### config.mk
export PLATFORM = sky130hd
export DESIGN_NAME = psf_axi_rd_arb
export DESIGN_NICKNAME = d
export VERILOG_FILES = /design/src/rtl/psf_axi_rd_arb.sv
export SDC_FILE = /design/constraint.sdc
export NUM_CORES = 1
export LEC_CHECK = 0
export ABC_AREA = 1
export BUFFER_PORTS_ARGS = -buffer_cell sky130_fd_sc_hd__buf_2
export CAP_MARGIN = 20
export CORE_ASPECT_RATIO = 0.9
export CORE_MARGIN = 2
export CORE_UTILIZATION = 30
export CTS_CLUSTER_DIAMETER = 30
export CTS_CLUSTER_SIZE = 12
export DETAILED_ROUTE_END_ITERATION = 8
export PLACE_DENSITY = 0.6
export SYNTH_ARGS = -nofsm -noshare
export SYNTH_HDL_FRONTEND = slang
export SYNTH_SLANG_ARGS = --single-unit
### constraint.sdc
create_clock -name clk_i -period 1.5 [get_ports clk_i]
set_input_delay 0.15 -clock clk_i [delete_from_list [all_inputs] [get_ports clk_i]]
set_output_delay 0.15 -clock clk_i [all_outputs]
set_load 0.05 [all_outputs]
### src/rtl/psf_axi_rd_arb.sv
// psf_axi_rd_arb: N-master AXI4 read-channel arbiter.
// One registered AR path towards the memory interconnect, combinational R
// routing back to the owning master, round-robin or fixed-priority grant,
// optional KSEG0/KSEG1 alias removal and a sticky burst-length error flag.
// A single transaction is outstanding at any time.
module psf_axi_rd_arb #(
  parameter int NUM_PORTS = 2,
  parameter int ARB_RR    = 1,
  parameter int SEG_STRIP = 1,
  parameter int ID_W      = 4
) (
  input  logic                      clk_i,
  input  logic                      rst_ni,
  input  logic [NUM_PORTS-1:0]      in_arvalid_i,
  input  logic [NUM_PORTS*32-1:0]   in_araddr_i,
  input  logic [NUM_PORTS*ID_W-1:0] in_arid_i,
  input  logic [NUM_PORTS*8-1:0]    in_arlen_i,
  input  logic [NUM_PORTS*2-1:0]    in_arburst_i,
  input  logic [NUM_PORTS*3-1:0]    in_arsize_i,
  output logic [NUM_PORTS-1:0]      in_arready_o,
  output logic [NUM_PORTS-1:0]      in_rvalid_o,
  output logic [31:0]               in_rdata_o,
  output logic [1:0]                in_rresp_o,
  output logic [ID_W-1:0]           in_rid_o,
  output logic                      in_rlast_o,
  input  logic [NUM_PORTS-1:0]      in_rready_i,
  output logic                      out_arvalid_o,
  output logic [31:0]               out_araddr_o,
  output logic [ID_W-1:0]           out_arid_o,
  output logic [7:0]                out_arlen_o,
  output logic [1:0]                out_arburst_o,
  output logic [2:0]                out_arsize_o,
  input  logic                      out_arready_i,
  input  logic                      out_rvalid_i,
  input  logic [31:0]               out_rdata_i,
  input  logic [1:0]                out_rresp_i,
  input  logic [ID_W-1:0]           out_rid_i,
  input  logic                      out_rlast_i,
  output logic                      out_rready_o,
  output logic [NUM_PORTS-1:0]      grant_o,
  output logic                      err_o
);

  localparam int PW = (NUM_PORTS > 1) ? $clog2(NUM_PORTS) : 1;

  typedef enum logic [1:0] {
    ST_IDLE = 2'd0,
    ST_ADDR = 2'd1,
    ST_DATA = 2'd2
  } state_e;

  state_e               state_q, state_d;
  logic [31:0]          addr_q, addr_d;
  logic [ID_W-1:0]      id_q, id_d;
  logic [7:0]           len_q, len_d;
  logic [1:0]           burst_q, burst_d;
  logic [2:0]           size_q, size_d;
  logic                 arvalid_q, arvalid_d;
  logic [NUM_PORTS-1:0] grant_q, grant_d;
  logic [PW-1:0]        gidx_q, gidx_d;
  logic [7:0]           beat_cnt_q, beat_cnt_d;
  logic                 err_q, err_d;
  logic [PW-1:0]        ptr_q, ptr_d;

  logic                 win_valid_s;
  logic [PW-1:0]        win_idx_s;
  logic [PW-1:0]        cand_s;
  logic [NUM_PORTS-1:0] win_onehot_s;
  logic [31:0]          sel_addr_s;
  logic [ID_W-1:0]      sel_id_s;
  logic [7:0]           sel_len_s;
  logic [1:0]           sel_burst_s;
  logic [2:0]           sel_size_s;
  logic                 r_hs_s;

  // Port index 'off' positions above 'base', wrapping at NUM_PORTS.
  function automatic logic [PW-1:0] next_idx(input logic [PW-1:0] base, input int off);
    int sum_v;
    sum_v = int'(base) + off;
    return PW'(sum_v % NUM_PORTS);
  endfunction

  // Winner search: round-robin starts just above the pointer, fixed starts at port 0.
  always_comb begin
    win_valid_s = 1'b0;
    win_idx_s   = '0;
    cand_s      = '0;
    for (int i = 0; i < NUM_PORTS; i++) begin
      if (ARB_RR != 0) begin
        cand_s = next_idx(ptr_q, i + 1);
      end else begin
        cand_s = PW'(i);
      end
      if (!win_valid_s && in_arvalid_i[cand_s]) begin
        win_valid_s = 1'b1;
        win_idx_s   = cand_s;
      end else begin
        win_valid_s = win_valid_s;
      end
    end
  end

  // Select the winning master's AR fields and build its one-hot grant.
  always_comb begin
    sel_addr_s   = 32'h0000_0000;
    sel_id_s     = '0;
    sel_len_s    = 8'h00;
    sel_burst_s  = 2'b00;
    sel_size_s   = 3'b000;
    win_onehot_s = '0;
    win_onehot_s[win_idx_s] = 1'b1;
    for (int p = 0; p < NUM_PORTS; p++) begin
      if (win_idx_s == PW'(p)) begin
        sel_addr_s  = in_araddr_i[p*32 +: 32];
        sel_id_s    = in_arid_i[p*ID_W +: ID_W];
        sel_len_s   = in_arlen_i[p*8 +: 8];
        sel_burst_s = in_arburst_i[p*2 +: 2];
        sel_size_s  = in_arsize_i[p*3 +: 3];
      end else begin
        sel_addr_s  = sel_addr_s;
      end
    end
  end

  assign r_hs_s = out_rvalid_i & out_rready_o;

  // Next-state logic for the IDLE -> ADDR -> DATA transaction sequence.
  always_comb begin
    state_d    = state_q;
    addr_d     = addr_q;
    id_d       = id_q;
    len_d      = len_q;
    burst_d    = burst_q;
    size_d     = size_q;
    arvalid_d  = arvalid_q;
    grant_d    = grant_q;
    gidx_d     = gidx_q;
    beat_cnt_d = beat_cnt_q;
    err_d      = err_q;
    ptr_d      = ptr_q;
    case (state_q)
      ST_IDLE: begin
        if (win_valid_s) begin
          addr_d    = sel_addr_s;
          id_d      = sel_id_s;
          len_d     = sel_len_s;
          burst_d   = sel_burst_s;
          size_d    = sel_size_s;
          arvalid_d = 1'b1;
          grant_d   = win_onehot_s;
          gidx_d    = win_idx_s;
          state_d   = ST_ADDR;
        end else begin
          grant_d   = '0;
        end
      end
      ST_ADDR: begin
        if (out_arready_i) begin
          arvalid_d  = 1'b0;
          beat_cnt_d = 8'h00;
          state_d    = ST_DATA;
        end else begin
          arvalid_d  = 1'b1;
        end
      end
      ST_DATA: begin
        if (r_hs_s) begin
          beat_cnt_d = beat_cnt_q + 8'd1;
          if (out_rlast_i) begin
            state_d = ST_IDLE;
            grant_d = '0;
            if (beat_cnt_q == len_q) begin
              ptr_d = gidx_q;
            end else begin
              err_d = 1'b1;
            end
          end else if (beat_cnt_q == len_q) begin
            // Burst overran its length; keep draining until the slave ends it.
            err_d = 1'b1;
          end else begin
            err_d = err_q;
          end
        end else begin
          beat_cnt_d = beat_cnt_q;
        end
      end
      default: begin
        state_d   = ST_IDLE;
        arvalid_d = 1'b0;
        grant_d   = '0;
      end
    endcase
  end

  // State and output registers; reset puts port 0 first in round-robin order.
  always_ff @(posedge clk_i or negedge rst_ni) begin
    if (!rst_ni) begin
      state_q    <= ST_IDLE;
      addr_q     <= 32'h0000_0000;
      id_q       <= '0;
      len_q      <= 8'h00;
      burst_q    <= 2'b00;
      size_q     <= 3'b000;
      arvalid_q  <= 1'b0;
      grant_q    <= '0;
      gidx_q     <= '0;
      beat_cnt_q <= 8'h00;
      err_q      <= 1'b0;
      ptr_q      <= PW'(NUM_PORTS - 1);
    end else begin
      state_q    <= state_d;
      addr_q     <= addr_d;
      id_q       <= id_d;
      len_q      <= len_d;
      burst_q    <= burst_d;
      size_q     <= size_d;
      arvalid_q  <= arvalid_d;
      grant_q    <= grant_d;
      gidx_q     <= gidx_d;
      beat_cnt_q <= beat_cnt_d;
      err_q      <= err_d;
      ptr_q      <= ptr_d;
    end
  end

  assign in_arready_o  = (state_q == ST_IDLE && win_valid_s) ? win_onehot_s : '0;
  assign out_arvalid_o = arvalid_q;
  assign out_araddr_o  = (SEG_STRIP != 0) ? {3'b000, addr_q[28:0]} : addr_q;
  assign out_arid_o    = id_q;
  assign out_arlen_o   = len_q;
  assign out_arburst_o = burst_q;
  assign out_arsize_o  = size_q;
  assign grant_o       = grant_q;
  assign err_o         = err_q;

  // R path: only the owner sees RVALID, and only the owner's RREADY reaches downstream.
  assign in_rvalid_o   = (state_q == ST_DATA) ? (grant_q & {NUM_PORTS{out_rvalid_i}}) : '0;
  assign out_rready_o  = (state_q == ST_DATA) && ((grant_q & in_rready_i) != '0);
  assign in_rdata_o    = out_rdata_i;
  assign in_rresp_o    = out_rresp_i;
  assign in_rid_o      = out_rid_i;
  assign in_rlast_o    = out_rlast_i;

endmodule

== After elaboration in Yosys (flattened, before gate mapping) ==
Index checks and enable logic that the tools add are counted.
Word-level totals
  output and inout port bits: 97
  input port bits: 145
  register bits after elaboration: 62
Operators by class
  reductions and logical operators: 16
  equality and inequality tests: 8
  $add $sub $neg: 3
  multiplexer cells: 33
  magnitude comparators: 4
  bitwise logic cells: 5
Operator list (count)
  $mux W29: 1
  $mux W8: 3
  $mux W2: 8
  $pmux W8 S2: 1
  $mux W1: 14
  $pmux W2 S3: 2
  $reduce_and A4 Y1: 3
  $ne A2 B2 Y1 const B: 5
  $add A8 B1 Y8 const B: 1
  $eq A8 B8 Y1: 1
  $lt A1 B2 Y1 const B: 3
  $reduce_and A3 Y1: 2
  $reduce_bool A2 Y1: 3
  $and A2 B2 Y2: 2
  $logic_and A1 B1 Y1: 4
  $mux W4: 1
  $reduce_and A2 Y1: 2
  $mux W3: 1
  $pmux W1 S3: 1
  $add A1 B1 Y1 const B: 2
  $eq A2 B1 Y1 const B: 1
  $eq A2 B2 Y1 const B: 1
  $logic_not A2 Y1: 1
  $not A1 Y1: 2
  4 further kinds: 4

== Logic depth before layout (Yosys ltp) ==
Gate-level depths: netlist of run 1.
  word-level depth: 13
  gate-level depth with buffers: 10

== Least setup slack after synthesis of run 1 ==
No wires, ideal clock.
  path type: reg-to-output
  from: register grant_q[1], in the netlist grant_o[1]
  to: output port in_rvalid_o[1]
  path slack: -0.483 ns
  cell stages (with the launch flop): 3
  data arrival time: 1.833 ns
  required time: 1.350 ns
  cell sequence: dfrtp_1 > inv_1 > nor3_1
Between the ends
  word-level cells in the longest chain between the ends: 2
RTL lines
  start: declaration: RTL line 59  | logic [NUM_PORTS-1:0] grant_q, grant_d;
  start signal: assignment: RTL line 218  | grant_q <= grant_d;
  $and A2 B2 Y2: RTL line 237  | assign in_rvalid_o = (state_q == ST_DATA) ? (grant_q & {NUM_PORTS{out_rvalid_i}}) : '0;
  $mux W2: RTL line 237
  end: declaration: RTL line 21  | output logic [NUM_PORTS-1:0] in_rvalid_o,
Every way passes these cells.

== Final worst setup path of run 1 ==
  from: register state_q[1]
  to: output port in_rvalid_o[1]
Between the ends
  word-level cells in the longest chain between the ends: 2
RTL lines
  start: declaration: RTL line 52  | state_e state_q, state_d;
  start signal: assignment: RTL line 211  | state_q <= state_d;
  $eq A2 B2 Y1: RTL line 237
  $mux W2: RTL line 237
Every way passes these cells.

==> impl_metrics.csv, run 1 <==
group,metric,value,unit
run_status,status,"completed",
logic_synthesis,synth_top_area_cell,"dfrtp_1",
logic_synthesis,yosysTopAreaCellShare,43.5,%
hold_path,hold_path.class,"in -> reg",
timing,clock_skew,0.00445,ns
clock_network,cts_tree,"done",
place,dp_slack,0.104,ns
place,placed_cell_area,4210,um^2
pwr,switchingPower,5.56,mW
timing,fin_crit_sh,97.7,%
pwr,power,10.9,mW
logic_synthesis,synthTopCellsByArea,"dfrtp_1 (44%), nand2_1 (17%), buf_4 (9.6%)",
floorplanning,dieArea,12600,um^2
floorplanning,dieWidth,118,um
drt,drt_iter0_drc,130,
pwr,power_density,2320,nW/um^2
drt,drt_drc_violations_left,0,
worst_setup_path,critPathArrivalTime,1.32,ns
logic_synthesis,synth_edf_count,0,
pwr,ir_drop,1.17,mV
layout,finalNonFillerCells,756,
logic_synthesis,yosysMostFrequentCell,"nand2_1",
drt,routed_via_density,4.45,
drt,wl_per_cell,12.6,um
logic_synthesis,synth-seq-cells,62,
global_routing,grt_pass1_vias,3286,
pwr,p_int,5.36,mW
floorplanning,start_util,30.7,%
clock_network,path_clk_slew,0.05,ns
global_routing,grt_pass1_wl,15.5,mm
pwr,power.share.switching,50.9,%
pwr,p_leak,2.37,nW
global_routing,grt_usage,15.5,%
drt,drt_wl_total,9.54,mm
floorplanning,die_y,107,um
timing,slew_violations,0,
logic_synthesis,synth_area,3510,um^2
logic_synthesis,synth-warning-count,0,
timing,hold_viol,0,
clock_network,cts_max_level,3,
drt,vias,3364,
timing,fmax,682,MHz
worst_setup_path,cp.required,1.35,ns
place,gp_congestion,0.832,
logic_synthesis,ys.flop_type,"dfrtp_1",
layout,stdcell_area,4710,um^2
timing,setup_ws,0.0343,ns
clock_network,clock_latency,0.32,ns
layout,drive_gt1_share,35.3,%
pwr,combinationalPowerShare,53.6,%
drt,dr.pass1.iters,6,
worst_setup_path,cp-start-kind,"flip-flop",
layout,final_core_util,41.2,%
logic_synthesis,synthTopCellsByCount,"nand2_1 (157), nor2_1 (65), dfrtp_1 (61)",
clock_network,cts.sinks,62,
floorplanning,rows,37,
clock_network,cts_buffer_depth,2,
timing,rsz0062_at_grt,"yes",
layout,areaGrowthSynthToFinish,34.4,%
floorplanning,core_area,11400,um^2
timing,period_needed,1.47,ns
worst_setup_path,crit_path_end_kind,"primary output",
place,dpl.hpwl,6.67,mm
floorplanning,io_pins,242,
clock_network,numCtsBuffers,9,
logic_synthesis,syn_inst,474,
global_routing,gr-total-overflow,0,
layout,fill_cells,1166,
pwr,p_seq_share,27.1,%
worst_setup_path,reg2reg_slack,0.11,ns
worst_setup_path,critical_path_class,"reg -> out",
run,max_cap_violations,0,
place,placed_cells,731,
global_routing,grt_start_max_net_pins,63,
logic_synthesis,synth-async-reset-ratio,100,%
global_routing,antenna_found_initial,0,
layout,diodes,0,
timing,setup_violations,0,
timing,hold-worst-slack,0.0704,ns
logic_synthesis,yosysSeqAreaShare,44.3,%
layout,nets,741,
logic_synthesis,avgSynthCellArea,7.40,um^2
logic_synthesis,synth_cell_type_count,28,
place,numPortBuffers,156,
clock_network,cts_root_buf,"clkbuf_16",
worst_setup_path,crit_fanout,6,
timing,fin_tns_setup,0,ns
drt,final_antenna_net_count,0,
pwr,clkPwrFrac,19.3,%
## cell type report
cell class | instances | area (um^2) | share of cell area (%)
multi-input cells | 313 | 1490 | 31.5
well taps | 156 | 195 | 4.14
clock buffers | 12 | 256 | 5.44
repair buffers | 172 | 1030 | 21.8
inverters | 37 | 146 | 3.11
flip-flops and latches | 62 | 1560 | 33.0
clock inverters | 4 | 45.0 | 0.956
## power groups by stage
stage / sequential [mW] / combinational (mW) / clock, mW
2_1_floorplan: 5.22 / 2.24 / 0
3_3_place_gp: 2.93 / 5.60 / 0
5_1_grt: 3.06 / 6.27 / 2.24
3_5_place_dp: 2.94 / 5.66 / 0
6_report: 2.96 / 5.86 / 2.11
4_1_cts: 2.95 / 5.83 / 2.19
## critical path: stages (launching register included)
cell and delay [ns]:
dfrtp_1 0.42, inv_2 0.07, nor2_4 0.12, inv_4 0.08
nor3_4 0.12, buf_6 0.18
## routing by layer
metal  vias to the layer above  global-route usage, %  wire, um
met3                        20                   4.35       548
met1                      1533                   18.0      4040
met4                         0                   7.57       257
li1                       1702                      -         -
met5                         -                      0         0
met2                       109                   26.2      4700
## timing repair
item / in CTS / in global routing
endpoints found under the hold margin: 61 / 0
pin swaps: 5 / 3
resized for setup: 20 / 11
setup buffers: 7 / 0
hold buffers: 1 / 0
endpoints found under the setup margin: 5 / 14
gates cloned: 1 / 0
## flip-flops by register name, indices dropped and copies added (netlist names)
register,cells
ptr_q,1
out_arlen_o,8
out_arid_o,4
state_q,2
err_o,1
out_arburst_o,2
out_arsize_o,3
out_arvalid_o,1
beat_cnt_q,8
grant_o,2
addr_q,29
gidx_q,1
## cells in the final DEF (no fill, tap or decap), types with 3 or more instances in the layout
master / instances
a31oi_1: 46
buf_12: 5
buf_2: 151
buf_4: 9
buf_6: 4
clkbuf_16: 9
clkinv_2: 3
conb_1: 3
dfrtp_1: 58
dfrtp_2: 3
inv_1: 31
inv_2: 3
inv_4: 3
nand2_1: 154
nand3_1: 11
nor2_1: 62
nor2_4: 5
o21ai_0: 7
o21ai_1: 4
## path summary, 6_finish.rpt
kind	cells past startpoint	endpoint	startpoint
max in group asynchronous	3	ptr_q	rst_ni
min in group asynchronous	3	beat_cnt_q[1]	rst_ni
min reg2reg	1	err_o	err_o
min	3	addr_q[22]	in_araddr_i[54]
max reg2reg	6	addr_q[3]	ptr_q
max	5	in_rvalid_o[1]	state_q[1]
## logic make-up after synthesis
group | after synthesis | share of synthesized area [%]
AOI/OAI and AO/OA | 61 | 10.5
xor gates and xnor gates | 4 | 0.999
adders and majority gates | 1 | 0.357
buffers and inverters | 101 | 16.4
DFF | 62 | 44.3
other | 1 | 0.107
and+or+nand+nor | 244 | 27.3
Note: power is estimated with default switching activity, not from simulation.
==> run 2, diff against run 1 <==
--- a/config.mk
+++ b/config.mk
@@ -6,6 +6,7 @@
 export NUM_CORES = 1
 export LEC_CHECK = 0
 export ABC_AREA = 1
+export ABC_CLOCK_PERIOD_IN_PS = 1500
 export BUFFER_PORTS_ARGS = -buffer_cell sky130_fd_sc_hd__buf_2
 export CAP_MARGIN = 20
 export CORE_ASPECT_RATIO = 0.9
@@ -15,6 +16,8 @@
 export CTS_CLUSTER_SIZE = 12
 export DETAILED_ROUTE_END_ITERATION = 8
 export PLACE_DENSITY = 0.6
+export REMOVE_ABC_BUFFERS = 1
+export SKIP_LAST_GASP = 1
 export SYNTH_ARGS = -nofsm -noshare
 export SYNTH_HDL_FRONTEND = slang
 export SYNTH_SLANG_ARGS = --single-unit
==> run 2 against run 1 <==
Effect of this change: the flow now finishes with violations (setup timing); critical path depth stayed put; clock skew up 0.0042 ns; critical endpoint is now in_arready_o[0]; critical path type unchanged; register-to-register slack worse by 0.02 ns; power rose by 2.8%; sequential power hardly changed.
==> impl_metrics.csv, run 2 (same netlist as run 1, synthesis figures left out) <==
group,metric,value,unit
drt,routed_via_density,4.63,
drt,final_antenna_net_count,0,
floorplanning,dieWidth,118,um
place,dp_slack,0.110,ns
worst_setup_path,crit_fanout,3,
timing,slew_violations,0,
global_routing,grt_pass1_wl,18.0,mm
drt,vias,3501,
worst_setup_path,cp-start-kind,"flip-flop",
floorplanning,die_y,107,um
pwr,power,11.2,mW
pwr,ir_drop,1.44,mV
global_routing,antenna_found_initial,0,
layout,areaGrowthSynthToFinish,34.5,%
worst_setup_path,worstPathCellList,"nand2_2 -> nand2_4 -> inv_4 -> nor2_4 -> buf_6",
clock_network,cts.sinks,62,
global_routing,grt_usage,19.0,%
hold_path,hold_depth,3,
clock_network,numCtsBuffers,9,
layout,final_common_cell,"nand2_1",
drt,dr.pass1.iters,4,
hold_path,hold_start,"in_arid_i[6]",
floorplanning,core_area,11400,um^2
floorplanning,rows,37,
worst_setup_path,critPathArrivalTime,1.35,ns
run_status,violations,"setup timing",
timing,period_needed,1.50,ns
worst_setup_path,slowest_stage,"dfstp_2",
worst_setup_path,crit_family,"flip-flops",
drt,drt_drc_violations_left,0,
layout,final_core_util,41.2,%
timing,hold_viol,0,
worst_setup_path,crit_path_end_kind,"primary output",
pwr,power_density,2380,nW/um^2
worst_setup_path,worst-path-buf-inv,2,
worst_setup_path,reg2reg_slack,0.09,ns
timing,fmax,666,MHz
worst_setup_path,reg2reg_depth,7,
global_routing,grt_pass1_vias,3298,
worst_setup_path,worst_r2r_startpoint,"ptr_q",
global_routing,gr-usage-met2,25.1,%
timing,clock_skew,0.00861,ns
global_routing,met3_usage,14.5,%
layout,nets,742,
place,numPortBuffers,156,
run,max_cap_violations,0,
drt,wl_per_cell,15.9,um
clock_network,cts_root_buf,"clkbuf_16",
timing,fin_crit_sh,100,%
worst_setup_path,cp.required,1.35,ns
clock_network,clock_latency,0.33,ns
place,gp_congestion,0.793,
worst_setup_path,rr_endpoint,"addr_q[14]",
timing,setup_violations,1,
place,dpl.hpwl,8.86,mm
global_routing,gr-total-overflow,0,
floorplanning,dieArea,12600,um^2
hold_path,hold_path.class,"in -> reg",
clock_network,path_clk_slew,0.06,ns
worst_setup_path,slowest_delay,0.53,ns
floorplanning,io_pins,242,
global_routing,met1_usage,23.6,%
layout,largest_reg_flops,29,
clock_network,cts_tree,"done",
timing,rsz0062_at_grt,"yes",
floorplanning,start_util,30.7,%
global_routing,grt_start_max_net_pins,63,
clock_network,cts_buffer_depth,2,
timing,setup_ws,-0.00170,ns
global_routing,grt.busiest_layer,"met2",
hold_path,hold_end,"out_arid_o[2]",
worst_setup_path,critical_path_class,"reg -> out",
layout,diodes,0,
drt,drt_wl_total,12.0,mm
layout,regMostFlops,"addr_q",
layout,drive_gt1_share,34.8,%
drt,drt_iter0_drc,129,
pwr,p_leak,2.37,nW
clock_network,cts_max_level,3,
layout,layout_common_cells,"nand2_1 (154), buf_2 (151), nor2_1 (62), dfrtp_1 (60), a31oi_1 (46)",
run_status,status,"complete, but fails checks",
==> run 2: changes by cell type in the layout (fill, tap and decap cells not counted), moves of 2 or more <==
cell	before	now
dfrtp_1	58	60
bufinv_16	1	3
dfrtp_2	3	1
buf_6	4	6
clkinv_2	3	1
==> run 2: cell type report <==
| cell class | instances | area, um^2 |
|---|---|---|
| multi-input cells | 313 | 1470 |
| clock inverters | 4 | 95.1 |
| clock buffers | 11 | 243 |
| well taps | 156 | 195 |
| fillers | 1208 | 6720 |
| inverters | 37 | 146 |
| repair buffers | 173 | 1010 |
| flip-flops and latches | 62 | 1550 |
==> run 2: worst min-delay path: stages <==
cell     delay (ns)
buf_2          0.09
nand2_1        0.05
a31oi_1        0.06
==> run 2: worst max path at each step <==
stage / slack, ns / to / start / depth (start not counted)
after floorplan: -1.69 / grant_o[0] / ptr_q / 5
after global placement: 0.17 / out_rready_o / state_q[0] / 4
after detailed placement: 0.11 / out_arsize_o[1] / ptr_q / 6
after CTS: -0.001 / in_arready_o[1] / ptr_q / 5
after global routing: -0.06 / in_arready_o[0] / ptr_q / 5
final: -0.002 / in_arready_o[0] / ptr_q / 5
==> run 2: layer usage <==
metal	part of all wire, %	up-vias
li1	-	1706
met1	43	1588
met2	41	192
met3	15	13
met4	0.87	2
met5	0.27	-
==> run 2: timing repair <==
action | 4_1_cts | 5_1_grt
pin swaps | 3 | 4
endpoints found under the hold margin | 61 | 0
gates resized for setup | 24 | 13
setup endpoints to repair | 5 | 18
hold buffers | 1 | 0
setup buffers | 3 | 3
==> run 2: per-stage QoR <==
stage,cells,TNS (ns),cell area [um^2],hold WS (ns)
6_report,756,-0.00170,4710,0.0620
5_1_grt,756,-0.205,4710,0.0606
4_1_cts,753,-0.00255,4630,0.0436
3_5_place_dp,734,0,4180,0.198
3_3_place_gp,734,0,4180,0.199
2_1_floorplan,412,-50.40,3080,-0.146
==> run 2: report_power, final <==
| group | switching [mW] | internal, mW | leakage, nW |
|---|---|---|---|
| Sequential | 0.530 | 2.42 | 0.719 |
| Combinational | 4.30 | 1.56 | 1.49 |
| Clock | 0.754 | 1.66 | 0.166 |
